[config.mk]
export PLATFORM = sky130hd
export DESIGN_NAME = traffic_countdown_ctrl
export DESIGN_NICKNAME = d
export VERILOG_FILES = /design/src/rtl/traffic_pkg.sv /design/src/rtl/seven_seg_decoder.sv /design/src/rtl/traffic_countdown_ctrl.sv
export SDC_FILE = /design/constraint.sdc
export NUM_CORES = 1
export LEC_CHECK = 0
export CORE_UTILIZATION = 56
export CTS_BUF_LIST = sky130_fd_sc_hd__clkbuf_16
export DETAILED_ROUTE_END_ITERATION = 12
export HOLD_SLACK_MARGIN = 0.12
export PLACE_DENSITY = 0.88
export REMOVE_ABC_BUFFERS = 1
export SETUP_SLACK_MARGIN = 0.4
export SYNTH_ARGS = -nofsm -noshare
export SYNTH_HDL_FRONTEND = slang
export SYNTH_SLANG_ARGS = --single-unit
[constraint.sdc]
create_clock -name clk -period 2.5 [get_ports clk]
set_input_delay 0.5 -clock clk [delete_from_list [all_inputs] [get_ports clk]]
set_output_delay 0.5 -clock clk [all_outputs]
set_load 0.02 [all_outputs]
[src/rtl/traffic_pkg.sv]
// rtl/traffic_pkg.sv - shared lamp encodings, FSM state type and BCD helper
package traffic_pkg;

    // One-hot lamp drive values
    localparam logic [2:0] LIGHT_RED = 3'b001;
    localparam logic [2:0] LIGHT_YEL = 3'b010;
    localparam logic [2:0] LIGHT_GRN = 3'b100;

    // All segments off (active-low)
    localparam logic [6:0] SEG_BLANK = 7'b1111111;

    typedef enum logic [1:0] {
        ST_RED    = 2'd0,
        ST_GREEN  = 2'd1,
        ST_YELLOW = 2'd2
    } state_t;

    // Binary to 4-digit BCD; callers keep the low 4*DIGITS bits.
    function automatic logic [15:0] to_bcd(input int value);
        logic [15:0] res;
        int          v;
        res = '0;
        v   = value;
        for (int i = 0; i < 4; i++) begin
            res[4*i +: 4] = 4'(v % 10);
            v             = v / 10;
        end
        return res;
    endfunction

endpackage

[src/rtl/seven_seg_decoder.sv]
// rtl/seven_seg_decoder.sv - one BCD digit to active-low seven-segment pattern
//   digit : BCD input, values above 9 show blank
//   seg   : {a,b,c,d,e,f,g}, active low
module seven_seg_decoder
    import traffic_pkg::*;
(
    input  logic [3:0] digit,
    output logic [6:0] seg
);

    always_comb begin
        seg = SEG_BLANK;
        case (digit)
            4'd0:    seg = 7'b0000001;
            4'd1:    seg = 7'b1001111;
            4'd2:    seg = 7'b0010010;
            4'd3:    seg = 7'b0000110;
            4'd4:    seg = 7'b1001100;
            4'd5:    seg = 7'b0100100;
            4'd6:    seg = 7'b0100000;
            4'd7:    seg = 7'b0001111;
            4'd8:    seg = 7'b0000000;
            4'd9:    seg = 7'b0000100;
            default: seg = SEG_BLANK;
        endcase
    end

endmodule

[src/rtl/traffic_countdown_ctrl.sv]
// rtl/traffic_countdown_ctrl.sv - self-timed RED/GREEN/YELLOW sequencer with BCD countdown display
//   clk, rst   : clock, asynchronous active-high reset
//   en         : run enable, low freezes prescaler, state and count
//   ped_req    : pedestrian request (only when TRAFFIC_PED_EN is defined)
//   light      : one-hot lamp, 001 red / 010 yellow / 100 green
//   count      : BCD seconds remaining, digit 0 in [3:0]
//   seg        : active-low segments per digit, digit 0 in [6:0]
//   phase_done : one-cycle pulse in the cycle a new light first appears
// Optional feature macro: TRAFFIC_PED_EN
module traffic_countdown_ctrl
    import traffic_pkg::*;
#(
    parameter int TICK_DIV = 100_000_000,
    parameter int DIGITS   = 2,
    parameter int RED_TIME = 30,
    parameter int GRN_TIME = 25,
    parameter int YEL_TIME = 5,
    parameter int PED_MIN  = 5
) (
    input  logic                clk,
    input  logic                rst,
    input  logic                en,
`ifdef TRAFFIC_PED_EN
    input  logic                ped_req,
`endif
    output logic [2:0]          light,
    output logic [4*DIGITS-1:0] count,
    output logic [7*DIGITS-1:0] seg,
    output logic                phase_done
);

    localparam int CW       = 4 * DIGITS;
    localparam int PW       = (TICK_DIV > 1) ? $clog2(TICK_DIV) : 1;
    localparam int MAX_TIME = 10 ** DIGITS - 1;

    localparam logic [15:0]   RED_BCD16 = to_bcd(RED_TIME);
    localparam logic [15:0]   GRN_BCD16 = to_bcd(GRN_TIME);
    localparam logic [15:0]   YEL_BCD16 = to_bcd(YEL_TIME);
    localparam logic [CW-1:0] RED_BCD   = RED_BCD16[CW-1:0];
    localparam logic [CW-1:0] GRN_BCD   = GRN_BCD16[CW-1:0];
    localparam logic [CW-1:0] YEL_BCD   = YEL_BCD16[CW-1:0];
    localparam logic [CW-1:0] COUNT_ONE = CW'(1);
    localparam logic [PW-1:0] TICK_LAST = PW'(TICK_DIV - 1);

    // Elaboration-time parameter checks
    if (TICK_DIV < 1) begin : g_bad_tick_div
        $error("TICK_DIV must be at least 1");
    end
    if (DIGITS < 1 || DIGITS > 4) begin : g_bad_digits
        $error("DIGITS must be 1..4");
    end
    if (RED_TIME < 1 || RED_TIME > MAX_TIME) begin : g_bad_red
        $error("RED_TIME out of range for DIGITS");
    end
    if (GRN_TIME < 1 || GRN_TIME > MAX_TIME) begin : g_bad_grn
        $error("GRN_TIME out of range for DIGITS");
    end
    if (YEL_TIME < 1 || YEL_TIME > MAX_TIME) begin : g_bad_yel
        $error("YEL_TIME out of range for DIGITS");
    end

`ifdef TRAFFIC_PED_EN
    localparam logic [15:0]   PED_BCD16 = to_bcd(PED_MIN);
    localparam logic [CW-1:0] PED_BCD   = PED_BCD16[CW-1:0];

    if (PED_MIN < 1 || PED_MIN > GRN_TIME) begin : g_bad_ped_min
        $error("PED_MIN must be 1..GRN_TIME");
    end

    logic ped_q, ped_d;
`endif

    state_t        state_q, state_d;
    logic [CW-1:0] count_q, count_d;
    logic [PW-1:0] presc_q, presc_d;
    logic          phase_done_q, phase_done_d;
    logic          tick;

    // Multi-digit BCD decrement: a zero digit becomes 9 and borrows upward.
    function automatic logic [CW-1:0] bcd_dec(input logic [CW-1:0] v);
        logic [CW-1:0] r;
        logic          borrow;
        r      = v;
        borrow = 1'b1;
        for (int i = 0; i < DIGITS; i++) begin
            if (borrow) begin
                if (v[4*i +: 4] == 4'd0) begin
                    r[4*i +: 4] = 4'd9;
                end else begin
                    r[4*i +: 4] = v[4*i +: 4] - 4'd1;
                    borrow      = 1'b0;
                end
            end
        end
        return r;
    endfunction

    assign tick = en && (presc_q == TICK_LAST);

    always_comb begin
        state_d      = state_q;
        count_d      = count_q;
        presc_d      = presc_q;
        phase_done_d = 1'b0;
`ifdef TRAFFIC_PED_EN
        // Requests only latch while green; they are dropped in other phases.
        ped_d        = ped_q | (en & ped_req & (state_q == ST_GREEN));
`endif

        if (en) begin
            presc_d = tick ? '0 : presc_q + 1'b1;
        end

        case (state_q)
            ST_RED: begin
                if (tick) begin
                    if (count_q == COUNT_ONE) begin
                        state_d      = ST_GREEN;
                        count_d      = GRN_BCD;
                        phase_done_d = 1'b1;
                    end else begin
                        count_d = bcd_dec(count_q);
                    end
                end
            end
            ST_GREEN: begin
                if (tick) begin
                    if (count_q == COUNT_ONE) begin
                        state_d      = ST_YELLOW;
                        count_d      = YEL_BCD;
                        phase_done_d = 1'b1;
`ifdef TRAFFIC_PED_EN
                    end else if (ped_q && (count_q > PED_BCD)) begin
                        // BCD order matches numeric order, so a plain compare works.
                        count_d = PED_BCD;
`endif
                    end else begin
                        count_d = bcd_dec(count_q);
                    end
                end
            end
            ST_YELLOW: begin
                if (tick) begin
                    if (count_q == COUNT_ONE) begin
                        state_d      = ST_RED;
                        count_d      = RED_BCD;
                        phase_done_d = 1'b1;
`ifdef TRAFFIC_PED_EN
                        ped_d        = 1'b0;
`endif
                    end else begin
                        count_d = bcd_dec(count_q);
                    end
                end
            end
            default: begin
                // Corrupted state register: fall back to a fresh red phase.
                state_d = ST_RED;
                count_d = RED_BCD;
`ifdef TRAFFIC_PED_EN
                ped_d   = 1'b0;
`endif
            end
        endcase
    end

    always_ff @(posedge clk or posedge rst) begin
        if (rst) begin
            state_q      <= ST_RED;
            count_q      <= RED_BCD;
            presc_q      <= '0;
            phase_done_q <= 1'b0;
`ifdef TRAFFIC_PED_EN
            ped_q        <= 1'b0;
`endif
        end else begin
            state_q      <= state_d;
            count_q      <= count_d;
            presc_q      <= presc_d;
            phase_done_q <= phase_done_d;
`ifdef TRAFFIC_PED_EN
            ped_q        <= ped_d;
`endif
        end
    end

    always_comb begin
        light = LIGHT_RED;
        case (state_q)
            ST_RED:    light = LIGHT_RED;
            ST_GREEN:  light = LIGHT_GRN;
            ST_YELLOW: light = LIGHT_YEL;
            default:   light = LIGHT_RED;
        endcase
    end

    assign count      = count_q;
    assign phase_done = phase_done_q;

    for (genvar gi = 0; gi < DIGITS; gi++) begin : g_digit
        seven_seg_decoder u_dec (
            .digit (count_q[4*gi +: 4]),
            .seg   (seg[7*gi +: 7])
        );
    end

endmodule

# Word-level counts from Yosys, hierarchy flattened
# Memories as Yosys holds them, arrays and structs flattened.
# Index checks and enable logic that the tools add are counted.
[totals] word_cells=61 reg_bits=38 output_inout_bits=26 rom_bits=224 mem_count=2 inputBits=3
[classes] reduce_logical=8 n_eq_ne=13 n_mux=30 n_addsub=3
[mem_list] name="(name not given)" words=16 width=7 read_ports=1 rd_clocked_by_memory_dff=0 write_ports=0 line="seven_seg_decoder.sv:13" source="case (digit)"
[mem_list] name="(name not given)" words=16 width=7 read_ports=1 rd_clocked_by_memory_dff=0 write_ports=0 line="seven_seg_decoder.sv:13"
[op_table] cell="8-bit two-way mux" count=6
[op_table] cell="27-bit by 1-bit adder with 27-bit output, second input constant" count=1
[op_table] cell="27-bit equality test, second input constant" count=1
[op_table] cell="27-bit two-way mux" count=1
[op_table] cell="8-bit case mux with 3 select lines" count=1
[op_table] cell="4-bit two-way mux" count=5
[op_table] cell="2-bit two-way mux" count=6
[op_table] cell="2-bit inequality test, second input constant" count=6
[op_table] cell="6-bit AND reduction" count=2
[op_table] cell="1-bit two-way mux" count=9
[op_table] cell="3-bit inequality test, second input constant" count=3
[op_table] cell="8-bit by 1-bit equality test with 1-bit output, second input constant" count=1
[op_table] cell="4-bit zero test" count=2
[op_table] cell="4-bit by 1-bit subtractor with 4-bit output, second input constant" count=2
[op_table] cell="2-bit case mux with 3 select lines" count=1
[op_table] cell="3-bit case mux with 2 select lines" count=1
[op_table] cell="3-bit AND reduction" count=1
[op_table] cell="3-bit OR reduction" count=1
[op_table] cell="2-bit by 1-bit equality test with 1-bit output, second input constant" count=1
[op_table] cell="2-bit equality test, second input constant" count=1
[op_table] cell="2-bit zero test" count=1
[op_table] cell="1-bit logical AND" count=1

# Logic depth before layout (Yosys ltp)
[depth] ltp_word=9 ltp_mapped=8

# Hierarchy
# A second synthesis with hierarchy kept.
[hier_totals] hier_cells=283 area_unflattened_um2=2551.2
[modules_own_cells] mod="traffic_countdown_ctrl" area_per_inst_um2=2130.8 instances=1 seq_area_each_um2=953.4 cells_each=217
[modules_own_cells] mod="seven_seg_decoder" area_per_inst_um2=210.2 instances=2 seq_area_each_um2=0.0 cells_each=33

# Worst setup path after synthesis
# No wires, ideal clock.
[synth_path] path_kind="register to register" start="register count_q[4] (netlist: count[4])" end="register count_q[2] (netlist: count[2])" arrival_ns=2.210 path_stages_with_launch=9 setup_time_ns=0.078 synth_period_minus_slack_ns=2.288 path_slack_ns=0.212 cell_sequence="dfstp_2 > inv_1 > ha_1 > nor3b_1 > and3_1 > clkbuf_1 > or3_1 > a211o_1 > a21oi_1"
[synth_between] elab_chain_len=4
[synth_lines] element="start, declared" line="traffic_countdown_ctrl.sv:74" source="logic [CW-1:0] count_q, count_d;"
[synth_lines] element="start signal, assigned" line="traffic_countdown_ctrl.sv:178" source="count_q <= count_d;"
[synth_lines] element="8-bit by 1-bit equality test with 1-bit output *" line="traffic_countdown_ctrl.sv:117, traffic_countdown_ctrl.sv:128, traffic_countdown_ctrl.sv:144"
[synth_lines] element="8-bit two-way mux, on equally long branches" line="traffic_countdown_ctrl.sv:144, traffic_countdown_ctrl.sv:117, traffic_countdown_ctrl.sv:128"
[synth_lines] element="8-bit two-way mux, on equally long branches" line="traffic_countdown_ctrl.sv:143, traffic_countdown_ctrl.sv:116, traffic_countdown_ctrl.sv:127"
[synth_lines] element="8-bit case mux with 3 select lines *" line="traffic_countdown_ctrl.sv:114" source="case (state_q)"
# Mark *: on every way between the ends. The rest lies on a longest branch, timed or not. The select of a mux whose other input is x is not followed.
# A chain may end at the register's enable or synchronous reset.

# Worst setup path after layout
[layout_path] start="register count_q[5] (netlist: count[5])" end="output seg[10]"
[layout_between] elab_chain_len=1
[layout_lines] element="memory read 16 x 7 bit"
[layout_lines] element="end, declared" line="traffic_countdown_ctrl.sv:28" source="output logic [7*DIGITS-1:0] seg,"
# No other way between the ends.

==> impl_results.rst <==
.. list-table::
   :header-rows: 1

   * - Metric
     - Value
   * - Setup repair after global routing missed its margin
     - yes
   * - Final hold violation count
     - 0
   * - Initial standard-cell utilization of the core
     - 0.594
   * - Post-detailed-placement half-perimeter wirelength
     - 3630 um
   * - Remaining max-slew budget at the tightest pin
     - 0.557
   * - WP data required
     - 2.00 ns
   * - Simple-gate portion of the synthesized area
     - 0.249
   * - Detailed-route vias per instance
     - 6.23
   * - Number of CTS-inserted buffers
     - 5
   * - Starting DRT DRC Count
     - 239
   * - Clock root buffer
     - sky130_fd_sc_hd__clkbuf_16
   * - Post-synthesis instance total
     - 267
   * - Iteration count of the initial detailed-routing pass
     - 5
   * - Ranking of synthesized cells by instance count
     - sky130_fd_sc_hd__nor2_1 (37), sky130_fd_sc_hd__dfrtp_1 (36), sky130_fd_sc_hd__nand2_1 (18), sky130_fd_sc_hd__nand3_1 (18), sky130_fd_sc_hd__a21oi_1 (17)
   * - Cell-internal power
     - 1.10 mW
   * - Category of the worst setup path launch point
     - flip-flop
   * - Number of max-slew violations in the final report
     - 0
   * - Proportion of register bits with asynchronous set or reset after synthesis
     - 1.00
   * - Crit Path Max Fanout
     - 3
   * - Clock tree buffer depth
     - 2
   * - Clock input transition at the sequential cells of the worst setup and hold paths
     - 0.06 ns
   * - Proportion of synthesized area in mux cells
     - 0.0254
   * - Post-synth EDFFs
     - 0
   * - Final layout net count
     - 340
   * - Number of global-route vias before repair
     - 2,062
   * - Area of the core
     - a little over 4000 um2
   * - DRC errors left
     - 0
   * - Kind of critical path
     - flip-flop to output pin
   * - CTS Sinks
     - 38
   * - Quantity of hold-fixing buffers added after cts
     - 0
   * - Deepest level of the CTS H-tree
     - 2
   * - Power density over cell area
     - 462 nW/um2
   * - Die Y
     - between 60 and 70 um
   * - Sequential cell fraction of total power
     - 0.494
   * - Count of vias placed by the detailed router
     - 2,325
   * - Worst hold path type
     - flip-flop to flip-flop
   * - Total cell area at the placement stage
     - 2800 um2
   * - Global-route wire length before repair
     - 9230 um
   * - Share of layout cells above drive strength 1
     - 0.291
   * - Non-filler cells, final
     - between 300 and 400
   * - Period minus WS final
     - 2.17 ns
   * - Overall die area
     - 4570 um2
   * - Worst Hold Path EP
     - presc_q[6]
   * - Area of the mapped netlist
     - between 2000 and 2500 um2
   * - Synth warnings
     - 0
   * - Critical path capture point type
     - output pin
   * - Setup-failing EPs final
     - 0
   * - Area growth from synthesis to final layout
     - 30.4%
   * - Count of inserted antenna diode cells
     - 0
   * - R2R depth
     - 6
   * - Maximum number of pins on one net before global-route repair
     - 39
   * - Switching part of the total
     - 0.245
   * - Seq cells post-synth
     - 38
   * - Most frequently used cell type in the post-synthesis netlist
     - sky130_fd_sc_hd__nor2_1
   * - Achievable clock frequency
     - 0.461 GHz
   * - Overall routing resource usage
     - 0.270
   * - Initial antenna violation count
     - 0
   * - Pin slew with the least headroom to its limit
     - 0.658 ns
   * - Synth Area in Compound Gates
     - 0.116
   * - Number of top-level pins
     - 29
   * - Total number of placement rows
     - 23
   * - Horizontal extent of the die
     - 67.6 um
   * - Synthesized-area fraction occupied by adder cells
     - 0.0779
   * - CTS tree
     - built
   * - Routed wirelength normalized by instance count
     - 17.7 um
   * - Post-synth cell types
     - 47
   * - Worst clock skew
     - 0.00556 ns
   * - Internal reg-to-reg setup slack
     - 0.39 ns
   * - Hold Startpoint
     - presc_q[6]
   * - Reg2reg start
     - presc_q[10]
   * - Worst VDD drop
     - 611 uV
   * - Global placer's final weighted congestion
     - between 0.8 and 0.9
   * - Post-synthesis area per instance
     - between 9 and 10 um2
   * - Top-area cell type share of the netlist area
     - 0.374
   * - Total congestion overflow
     - 0
   * - Total negative slack
     - 0 ns
   * - Data arrival time of the critical path
     - 1.67 ns
   * - MaxCap Viol Count
     - 0
   * - Area leader, netlist
     - sky130_fd_sc_hd__dfrtp_1
   * - Worst reg2reg path endpoint
     - count[2]
   * - Part of the total power dissipated in the clock network
     - 0.411
   * - P_leak
     - 1.47 nW
   * - Worst skew pair latency
     - 0.28 ns
   * - Final cell area excluding filler cells
     - 3140 um2
   * - Main combinational cell family by area after synthesis
     - simple AND/OR/NAND/NOR gates
   * - Count of antenna-violating nets left after detailed routing
     - 0
   * - Part of the cycle the worst path needs
     - 0.868
   * - Result of the run
     - finished, final reports clean
   * - XOR/XNOR share of the synthesized area
     - 0.0909
   * - Port-buffer cells
     - 28
   * - Prevailing post-synth register cell
     - sky130_fd_sc_hd__dfrtp_1
   * - Final core utilization
     - 0.775
   * - Sw power
     - between 300 and 400 uW
   * - Share of the yosys chip area belonging to registers
     - 0.396
   * - Largest cells by area after synthesis
     - sky130_fd_sc_hd__dfrtp_1 (37%), sky130_fd_sc_hd__ha_1 (7.8%), sky130_fd_sc_hd__nor2_1 (5.8%)
   * - Cell count of the worst hold path
     - 1
   * - Sum of routed wire length over all layers
     - between 6000 and 7000 um
   * - Fill cell instance count of the final layout
     - between 200 and 250
   * - Combinational share of power
     - 0.095
   * - Number of instances in the placed design
     - between 300 and 400
[sequential cells by signal (all words and copies together), names as in the netlist]
name / flops
phase_done: 1
count: 8
state_q: 2
presc_q: 27
[layer usage]
metal,global-route usage,up-vias,routed length [um]
met4,0.128,0,230
met5,0,-,0
met2,0.434,127,3270
met3,0.0557,26,371
li1,-,1040,-
met1,0.343,1132,2740
[critical path: stages, from the launching register on]
cell and delay, ns:
sky130_fd_sc_hd__dfstp_2 0.54, sky130_fd_sc_hd__inv_2 0.06, sky130_fd_sc_hd__ha_2 0.17, sky130_fd_sc_hd__or2_4 0.24, sky130_fd_sc_hd__a21oi_2 0.15, sky130_fd_sc_hd__nor2_1 0.07
sky130_fd_sc_hd__buf_4 0.16
[power groups by stage]
stage | logic [mW] | registers, mW | clock network (mW)
2_1_floorplan | 0.106 | 0.715 | 0
3_3_place_gp | 0.129 | 0.722 | 0
3_5_place_dp | 0.135 | 0.724 | 0
4_1_cts | 0.138 | 0.717 | 0.602
5_1_grt | 0.158 | 0.725 | 0.627
6_report | 0.137 | 0.718 | 0.597
[per-stage QoR]
stage          power [mW]  hold WS, ns  worst slack (ns)
6_report             1.45        0.509             0.330
3_5_place_dp        0.859        0.490             0.195
4_1_cts              1.46        0.501             0.297
5_1_grt              1.51        0.524             0.297
2_1_floorplan       0.821        0.458            0.0688
3_3_place_gp        0.851        0.480             0.186
[kinds of logic after synthesis]
kind of cell / after synthesis
and+or+nand+nor: 116
DFF: 38
adders and majority gates: 15
muxes: 5
AOI/OAI and AO/OA: 44
xor gates and xnor gates: 25
buffers and inverters: 24
[cells in the final DEF (no fill, tap or decap), types with 11 or more instances in the layout]
master	n
sky130_fd_sc_hd__xnor2_1	11
sky130_fd_sc_hd__nand2_1	18
sky130_fd_sc_hd__inv_1	11
sky130_fd_sc_hd__buf_4	34
sky130_fd_sc_hd__nor2_1	36
sky130_fd_sc_hd__xor2_1	14
sky130_fd_sc_hd__dfrtp_1	30
sky130_fd_sc_hd__nand3_1	17
[worst max path at each step]
stage / from / endpoint / slack [ns] / cells past startpoint
floorplan: presc_q[12] / count[4] / 0.07 / 5
global placement: count[0] / seg[2] / 0.19 / 5
detailed placement: count[4] / seg[9] / 0.20 / 5
CTS: count[4] / seg[9] / 0.30 / 5
global route: count[5] / seg[10] / 0.30 / 6
finish: count[5] / seg[10] / 0.33 / 6
[final cells by class]
cell class / instances / area (um2) / area share
Clock buffer: 5 / 125 / 0.0398
Clock inverter: 3 / 13.8 / 0.00438
Inverter: 14 / 55.1 / 0.0175
Multi-Input combinational cell: 205 / 1460 / 0.465
Sequential cell: 38 / 961 / 0.306
Tap cell: 50 / 62.6 / 0.0199
Timing Repair Buffer: 58 / 463 / 0.147
[what timing repair did]
item	in CTS	in global routing
gates resized for setup	77	27
setup endpoints to repair	29	26
setup buffers	8	8
gates cloned	0	0
pin swaps	6	9
Power figures use the tool's default switching activity.
